## config.mk

```make
export PLATFORM = sky130hd
export DESIGN_NAME = soc_system_edge_pio
export DESIGN_NICKNAME = d
export VERILOG_FILES = /design/src/rtl/soc_system_edge_pio_pkg.sv /design/src/rtl/soc_system_edge_pio_chan.sv /design/src/rtl/soc_system_edge_pio.sv
export SDC_FILE = /design/constraint.sdc
export NUM_CORES = 1
export LEC_CHECK = 0
export CORE_UTILIZATION = 40
export CTS_CLUSTER_SIZE = 28
export DETAILED_ROUTE_END_ITERATION = 8
export DONT_BUFFER_PORTS = 1
export GPL_TIMING_DRIVEN = 0
export PLACE_DENSITY = 0.54
export SKIP_LAST_GASP = 1
export SLEW_MARGIN = 30
export SYNTH_ARGS = -nofsm -noshare
export SYNTH_HDL_FRONTEND = slang
export SYNTH_SLANG_ARGS = --single-unit
export TNS_END_PERCENT = 100
```

## constraint.sdc

```tcl
create_clock -name clk -period 2.8 [get_ports clk]
set_clock_uncertainty 0.2 [all_clocks]
set_input_delay 0.42 -clock clk [delete_from_list [all_inputs] [get_ports clk]]
set_output_delay 0.42 -clock clk [all_outputs]
set_load 0.03 [all_outputs]
```

## src/rtl/soc_system_edge_pio_pkg.sv

```systemverilog
// Shared register map and event-counter constants for the edge-qualifying input PIO.
package soc_system_edge_pio_pkg;

  localparam logic [2:0] ADDR_DATA      = 3'd0;
  localparam logic [2:0] ADDR_EVCNT     = 3'd1;
  localparam logic [2:0] ADDR_IRQ_MASK  = 3'd2;
  localparam logic [2:0] ADDR_CAPTURE   = 3'd3;
  localparam logic [2:0] ADDR_RISE_EN   = 3'd4;
  localparam logic [2:0] ADDR_FALL_EN   = 3'd5;
  localparam logic [2:0] ADDR_DB_THRESH = 3'd6;

  localparam int                 EVCNT_W   = 16;
  localparam logic [EVCNT_W-1:0] EVCNT_SAT = '1;

  // An event in the same cycle as a clear leaves the count at 1, so it is never lost.
  function automatic logic [EVCNT_W-1:0] evcnt_next(input logic [EVCNT_W-1:0] cnt,
                                                    input logic clr,
                                                    input logic ev);
    if (ev) begin
      if (clr) return EVCNT_W'(1);
      return (cnt == EVCNT_SAT) ? cnt : cnt + EVCNT_W'(1);
    end
    return clr ? '0 : cnt;
  endfunction

endpackage

```

## src/rtl/soc_system_edge_pio_chan.sv

```systemverilog
// One input channel: synchroniser, optional debounce (SOC_SYSTEM_EDGE_PIO_DEBOUNCE_EN), edge qualifier.
// ev is combinational from filt/filt_d and the enables; filt reaches the register file directly.
module soc_system_edge_pio_chan
  import soc_system_edge_pio_pkg::*;
#(
  parameter int SYNC_STAGES = 2
`ifdef SOC_SYSTEM_EDGE_PIO_DEBOUNCE_EN
  ,
  parameter int DB_W = 16
`endif
) (
  input  logic            clk,
  input  logic            reset,
  input  logic            in_bit,
  input  logic            rise_en,
  input  logic            fall_en,
`ifdef SOC_SYSTEM_EDGE_PIO_DEBOUNCE_EN
  input  logic [DB_W-1:0] db_thresh,
`endif
  output logic            filt,
  output logic            ev
);

  logic [SYNC_STAGES-1:0] sync_q;
  logic                   sync_out;
  logic                   filt_d;

  always_ff @(posedge clk or posedge reset) begin
    if (reset) sync_q <= '0;
    else       sync_q <= {sync_q[SYNC_STAGES-2:0], in_bit};
  end

  assign sync_out = sync_q[SYNC_STAGES-1];

`ifdef SOC_SYSTEM_EDGE_PIO_DEBOUNCE_EN
  logic [DB_W-1:0] db_cnt;
  logic [DB_W:0]   cnt_inc;
  logic            filt_q;

  assign cnt_inc = {1'b0, db_cnt} + (DB_W+1)'(1);

  // filt_q keeps tracking the synchroniser while the threshold is 0 so a later
  // non-zero threshold starts from a consistent filtered value.
  always_ff @(posedge clk or posedge reset) begin
    if (reset) begin
      filt_q <= 1'b0;
      db_cnt <= '0;
    end else if (db_thresh == '0) begin
      filt_q <= sync_out;
      db_cnt <= '0;
    end else if (sync_out == filt_q) begin
      db_cnt <= '0;
    end else if (cnt_inc >= {1'b0, db_thresh}) begin
      filt_q <= sync_out;
      db_cnt <= '0;
    end else begin
      db_cnt <= cnt_inc[DB_W-1:0];
    end
  end

  assign filt = (db_thresh == '0) ? sync_out : filt_q;
`else
  assign filt = sync_out;
`endif

  always_ff @(posedge clk or posedge reset) begin
    if (reset) filt_d <= 1'b0;
    else       filt_d <= filt;
  end

  assign ev = (filt & ~filt_d & rise_en) | (~filt & filt_d & fall_en);

endmodule

```

## src/rtl/soc_system_edge_pio.sv

```systemverilog
// Avalon-MM edge-capturing input PIO; debounce filter is built in with SOC_SYSTEM_EDGE_PIO_DEBOUNCE_EN.
// readdata is registered every cycle from the address mux; irq is a level from CAPTURE & IRQ_MASK.
module soc_system_edge_pio
  import soc_system_edge_pio_pkg::*;
#(
  parameter int WIDTH       = 2,
  parameter int SYNC_STAGES = 2,
  parameter int DB_W        = 16,
  parameter int DB_DEFAULT  = 1000
) (
  input  logic             clk,
  input  logic             reset,
  input  logic [2:0]       address,
  input  logic             chipselect,
  input  logic             write_n,
  input  logic [31:0]      writedata,
  input  logic [WIDTH-1:0] in_port,
  output logic [31:0]      readdata,
  output logic             irq
);

  if (WIDTH < 1 || WIDTH > 32 || SYNC_STAGES < 2 || SYNC_STAGES > 4 ||
      DB_W < 1 || DB_W > 32 || DB_DEFAULT < 0) begin : g_param_check
    $error("soc_system_edge_pio: illegal parameter value");
  end

  logic               wr;
  logic [WIDTH-1:0]   filt;
  logic [WIDTH-1:0]   ev;
  logic [WIDTH-1:0]   irq_mask;
  logic [WIDTH-1:0]   capture;
  logic [WIDTH-1:0]   rise_en;
  logic [WIDTH-1:0]   fall_en;
  logic [WIDTH-1:0]   cap_clr;
  logic [EVCNT_W-1:0] evcnt;
  logic [31:0]        rd_mux;
  wire                unused_wdata = &{1'b0, writedata};

  assign wr      = chipselect & ~write_n;
  assign cap_clr = (wr && address == ADDR_CAPTURE) ? writedata[WIDTH-1:0] : '0;

`ifdef SOC_SYSTEM_EDGE_PIO_DEBOUNCE_EN
  logic [DB_W-1:0] db_thresh;

  always_ff @(posedge clk or posedge reset) begin
    if (reset)                                 db_thresh <= DB_W'(DB_DEFAULT);
    else if (wr && address == ADDR_DB_THRESH)  db_thresh <= writedata[DB_W-1:0];
  end
`endif

  for (genvar i = 0; i < WIDTH; i++) begin : g_chan
    soc_system_edge_pio_chan #(
      .SYNC_STAGES (SYNC_STAGES)
`ifdef SOC_SYSTEM_EDGE_PIO_DEBOUNCE_EN
      ,
      .DB_W        (DB_W)
`endif
    ) u_chan (
      .clk       (clk),
      .reset     (reset),
      .in_bit    (in_port[i]),
      .rise_en   (rise_en[i]),
      .fall_en   (fall_en[i]),
`ifdef SOC_SYSTEM_EDGE_PIO_DEBOUNCE_EN
      .db_thresh (db_thresh),
`endif
      .filt      (filt[i]),
      .ev        (ev[i])
    );
  end

  // Set beats clear on CAPTURE so a coincident event is never dropped.
  always_ff @(posedge clk or posedge reset) begin
    if (reset) begin
      irq_mask <= '0;
      capture  <= '0;
      rise_en  <= '1;
      fall_en  <= '1;
      evcnt    <= '0;
    end else begin
      capture <= (capture & ~cap_clr) | ev;
      evcnt   <= evcnt_next(evcnt, wr && address == ADDR_EVCNT, |ev);
      if (wr && address == ADDR_IRQ_MASK) irq_mask <= writedata[WIDTH-1:0];
      if (wr && address == ADDR_RISE_EN)  rise_en  <= writedata[WIDTH-1:0];
      if (wr && address == ADDR_FALL_EN)  fall_en  <= writedata[WIDTH-1:0];
    end
  end

  always_comb begin
    rd_mux = '0;
    case (address)
      ADDR_DATA:      rd_mux[WIDTH-1:0]   = filt;
      ADDR_EVCNT:     rd_mux[EVCNT_W-1:0] = evcnt;
      ADDR_IRQ_MASK:  rd_mux[WIDTH-1:0]   = irq_mask;
      ADDR_CAPTURE:   rd_mux[WIDTH-1:0]   = capture;
      ADDR_RISE_EN:   rd_mux[WIDTH-1:0]   = rise_en;
      ADDR_FALL_EN:   rd_mux[WIDTH-1:0]   = fall_en;
`ifdef SOC_SYSTEM_EDGE_PIO_DEBOUNCE_EN
      ADDR_DB_THRESH: rd_mux[DB_W-1:0]    = db_thresh;
`endif
      default:        rd_mux = '0;
    endcase
  end

  always_ff @(posedge clk or posedge reset) begin
    if (reset) readdata <= '0;
    else       readdata <= rd_mux;
  end

  assign irq = |(capture & irq_mask);

endmodule

```

==> metrics.csv <==
stage;metric;value;unit
hold_path;worstHoldStart;writedata[0];
final_layout;area_delta_synth_final;12.7;%
worst_setup_path;crit_arrival;2360;ps
power_and_ir_drop;p_leak;1.11;nW
final_layout;layout-drive-gt1-share;21.2;%
final_layout;diodes;0;
synth;synth_cell_types;42;
timing;fin_worst_hold_slack;68.1;ps
placement;dpl-instance-area;0.00237;mm^2
detailed_routing;drt_iter0_drc;130;
global_routing;grt_use_total;15.8;%
clock_network;clockBufferDepth;2;
global_routing;grt_pass1_vias;1456;
timing;fin_crit;2340;ps
global_routing;grt_max_degree;25;
clock_network;cts.sink_count;46;
worst_setup_path;crit_type;flip-flop to flip-flop;
timing;finalCritPeriodShare;83.6;%
timing;max-slew-margin-rel;64.9;%
clock_network;cts_tree;done;
detailed_routing;routed_wl;4270;um
power_and_ir_drop;powerDensity;673;mW/mm^2
detailed_routing;vias;1490;
clock_network;cts_buffers;5;
worst_setup_path;required;2820;ps
timing;final.setup.tns;0;ps
detailed_routing;drc;0;
synth;synth_enable_flop_cells;0;
detailed_routing;detail-route-antenna-nets;0;
worst_setup_path;cp_max_fo;10;
worst_setup_path;crit_path_end_kind;flip-flop;
clock_network;clk-insertion-delay-late;300;ps
placement;gp_congestion;0.825;
global_routing;antenna_found_initial;0;
clock_network;ctsResizeCount;0;
final_layout;design_area;0.00248;mm^2
power_and_ir_drop;p_total;1.67;mW
placement;hpwl;3090;um
synth;ys_seq_elements;46;
placement;portBuffers;0;
clock_network;clk_pin_slew;80;ps
die;coreArea;0.00520;mm^2
synth;synthArstFlopShare;100;%
timing;setup_viol;0;
detailed_routing;wl_per_cell;14.4;um
timing;worst_slack;460;ps
worst_setup_path;reg2regPathDepth;7;
run_status;status;finished clean;
die;die_y;76.1;um
flow_run;drv_cap;0;
synth;yosysSeqAreaShare;52.6;%
final_layout;final_cell_count_no_fill;296;
worst_setup_path;r2r_slack;460;ps
timing;timing.fmax;427;MHz
die;io_pins;74;
timing;hold_violations;0;
synth;yosysWarnings;0;
detailed_routing;vias_per_cell;5.03;
final_layout;utilization;47.6;%
final_layout;final_nets;268;
timing;slew_viol_final;0;
worst_setup_path;reg2reg_to;evcnt[15];
timing;grt_setup_unrepaired;no;
worst_setup_path;start_kind;flip-flop;
die;start_util;42.2;%
die;die_area;0.00580;mm^2
synth;syn_area_per_cell;11.0;um^2
die;die_x;76.1;um
synth;syn-cell-area;0.00220;mm^2
hold_path;hold_class;primary input to flip-flop;
final_layout;final_common_cell;dfrtp_1;
global_routing;grt_pass1_wl;7180;um
global_routing;grt-ovfl-total;0;
die;rows;26;
synth;netlist_instances;200;
synth;yosys_most_used_dff;dfrtp_1;
hold_path;hold_path_end;rise_en[0];
detailed_routing;dr.pass1.iters;4;
hold_path;whs_path_depth;1;
placement;dp.cells;286;
clock_network;cts-root-buf;clkbuf_8;
clock_network;htreeDepth;2;
worst_setup_path;reg2reg_from;evcnt[0];
timing;worst_slew_pin_slew;525;ps
power_and_ir_drop;ir_drop;285;uV
placement;place_ws;440;ps
final_layout;layout_common_cells;dfrtp_1, nand2_1, buf_4, conb_1, and2_1;
-- critical path: stages (launching register included) --
cell	delay [ps]
dfrtp_1	450
ha_1	250
nand3_1	230
nor4_4	120
a21o_2	190
buf_2	170
or4_1	510
a21oi_1	150
-- report_power, final --
part           total [mW]  internal, mW  switching (mW)
sequential          0.957         0.789           0.168
combinational       0.328         0.157           0.171
clock               0.384         0.168           0.216
total                1.67          1.11           0.555
-- Yosys cell counts (all sizes together), types with 4 or more instances --
cell type / instances / area, um^2
buf: 21 / 164
a21oi: 9 / 45.0
dfrtp: 42 / 1050
nand2: 16 / 60.1
dfstp: 4 / 105
and2: 15 / 93.8
xnor2: 6 / 52.6
o21ai: 5 / 25.0
nand4: 6 / 37.5
mux2: 7 / 78.8
nand3: 6 / 30.0
nor2b: 5 / 31.3
nor2: 9 / 33.8
a211oi: 7 / 52.6
-- flip-flops by register name, indices dropped and copies added, names as in the netlist --
| name | flops |
|---|---|
| readdata | 16 |
| g_chan.u_chan.sync_q | 4 |
| irq_mask | 2 |
| capture | 2 |
| evcnt | 16 |
| rise_en | 2 |
| g_chan.u_chan.filt_d | 2 |
| fall_en | 2 |
-- worst max-delay path by stage --
stage,to,cells after the start,startpoint
final,evcnt[15],7,evcnt[0]
after global routing,evcnt[15],7,evcnt[0]
after CTS,evcnt[13],7,evcnt[0]
after detailed placement,evcnt[13],7,address[0]
after global placement,evcnt[12],7,address[0]
after floorplan,evcnt[15],7,evcnt[0]
-- layout make-up --
cell class                 count  area (um^2)
timing repair buffer           4         57.6
tap                           70         87.6
fill                         499         2730
inverter                       3         11.3
clock buffer                   5         68.8
buffer                        24          175
clock inverter                 2         10.0
sequential                    46         1160
multi-input combinational    142          912
-- cells by family (layout without fill, tap and decap cells) --
logic type                 count (synthesis)  count (layout)  synth area share (%)
and+or+nand+nor                           75              75                  19.7
AOI/OAI and AO/OA                         34              34                  10.6
xor gates and xnor gates                   6               6                  2.39
DFF                                       46              46                  52.6
adders and majority gates                  1               1                 0.569
other                                      1              16                 0.171
buffers and inverters                     27              38                  8.48
muxes                                     10              10                  5.52
-- layer usage --
metal  routed length, um  global-route usage, %
met3                 162                   4.07
met4                  64                   6.15
met1                2080                   20.9
met2                1960                   24.6
met5                   0                      0
-- what timing repair did --
item / 4_1_cts / 5_1_grt
setup buffers: 0 / 0
hold buffers: 3 / 0
endpoints found under the hold margin: 24 / 0
Power figures use the tool's default switching activity.
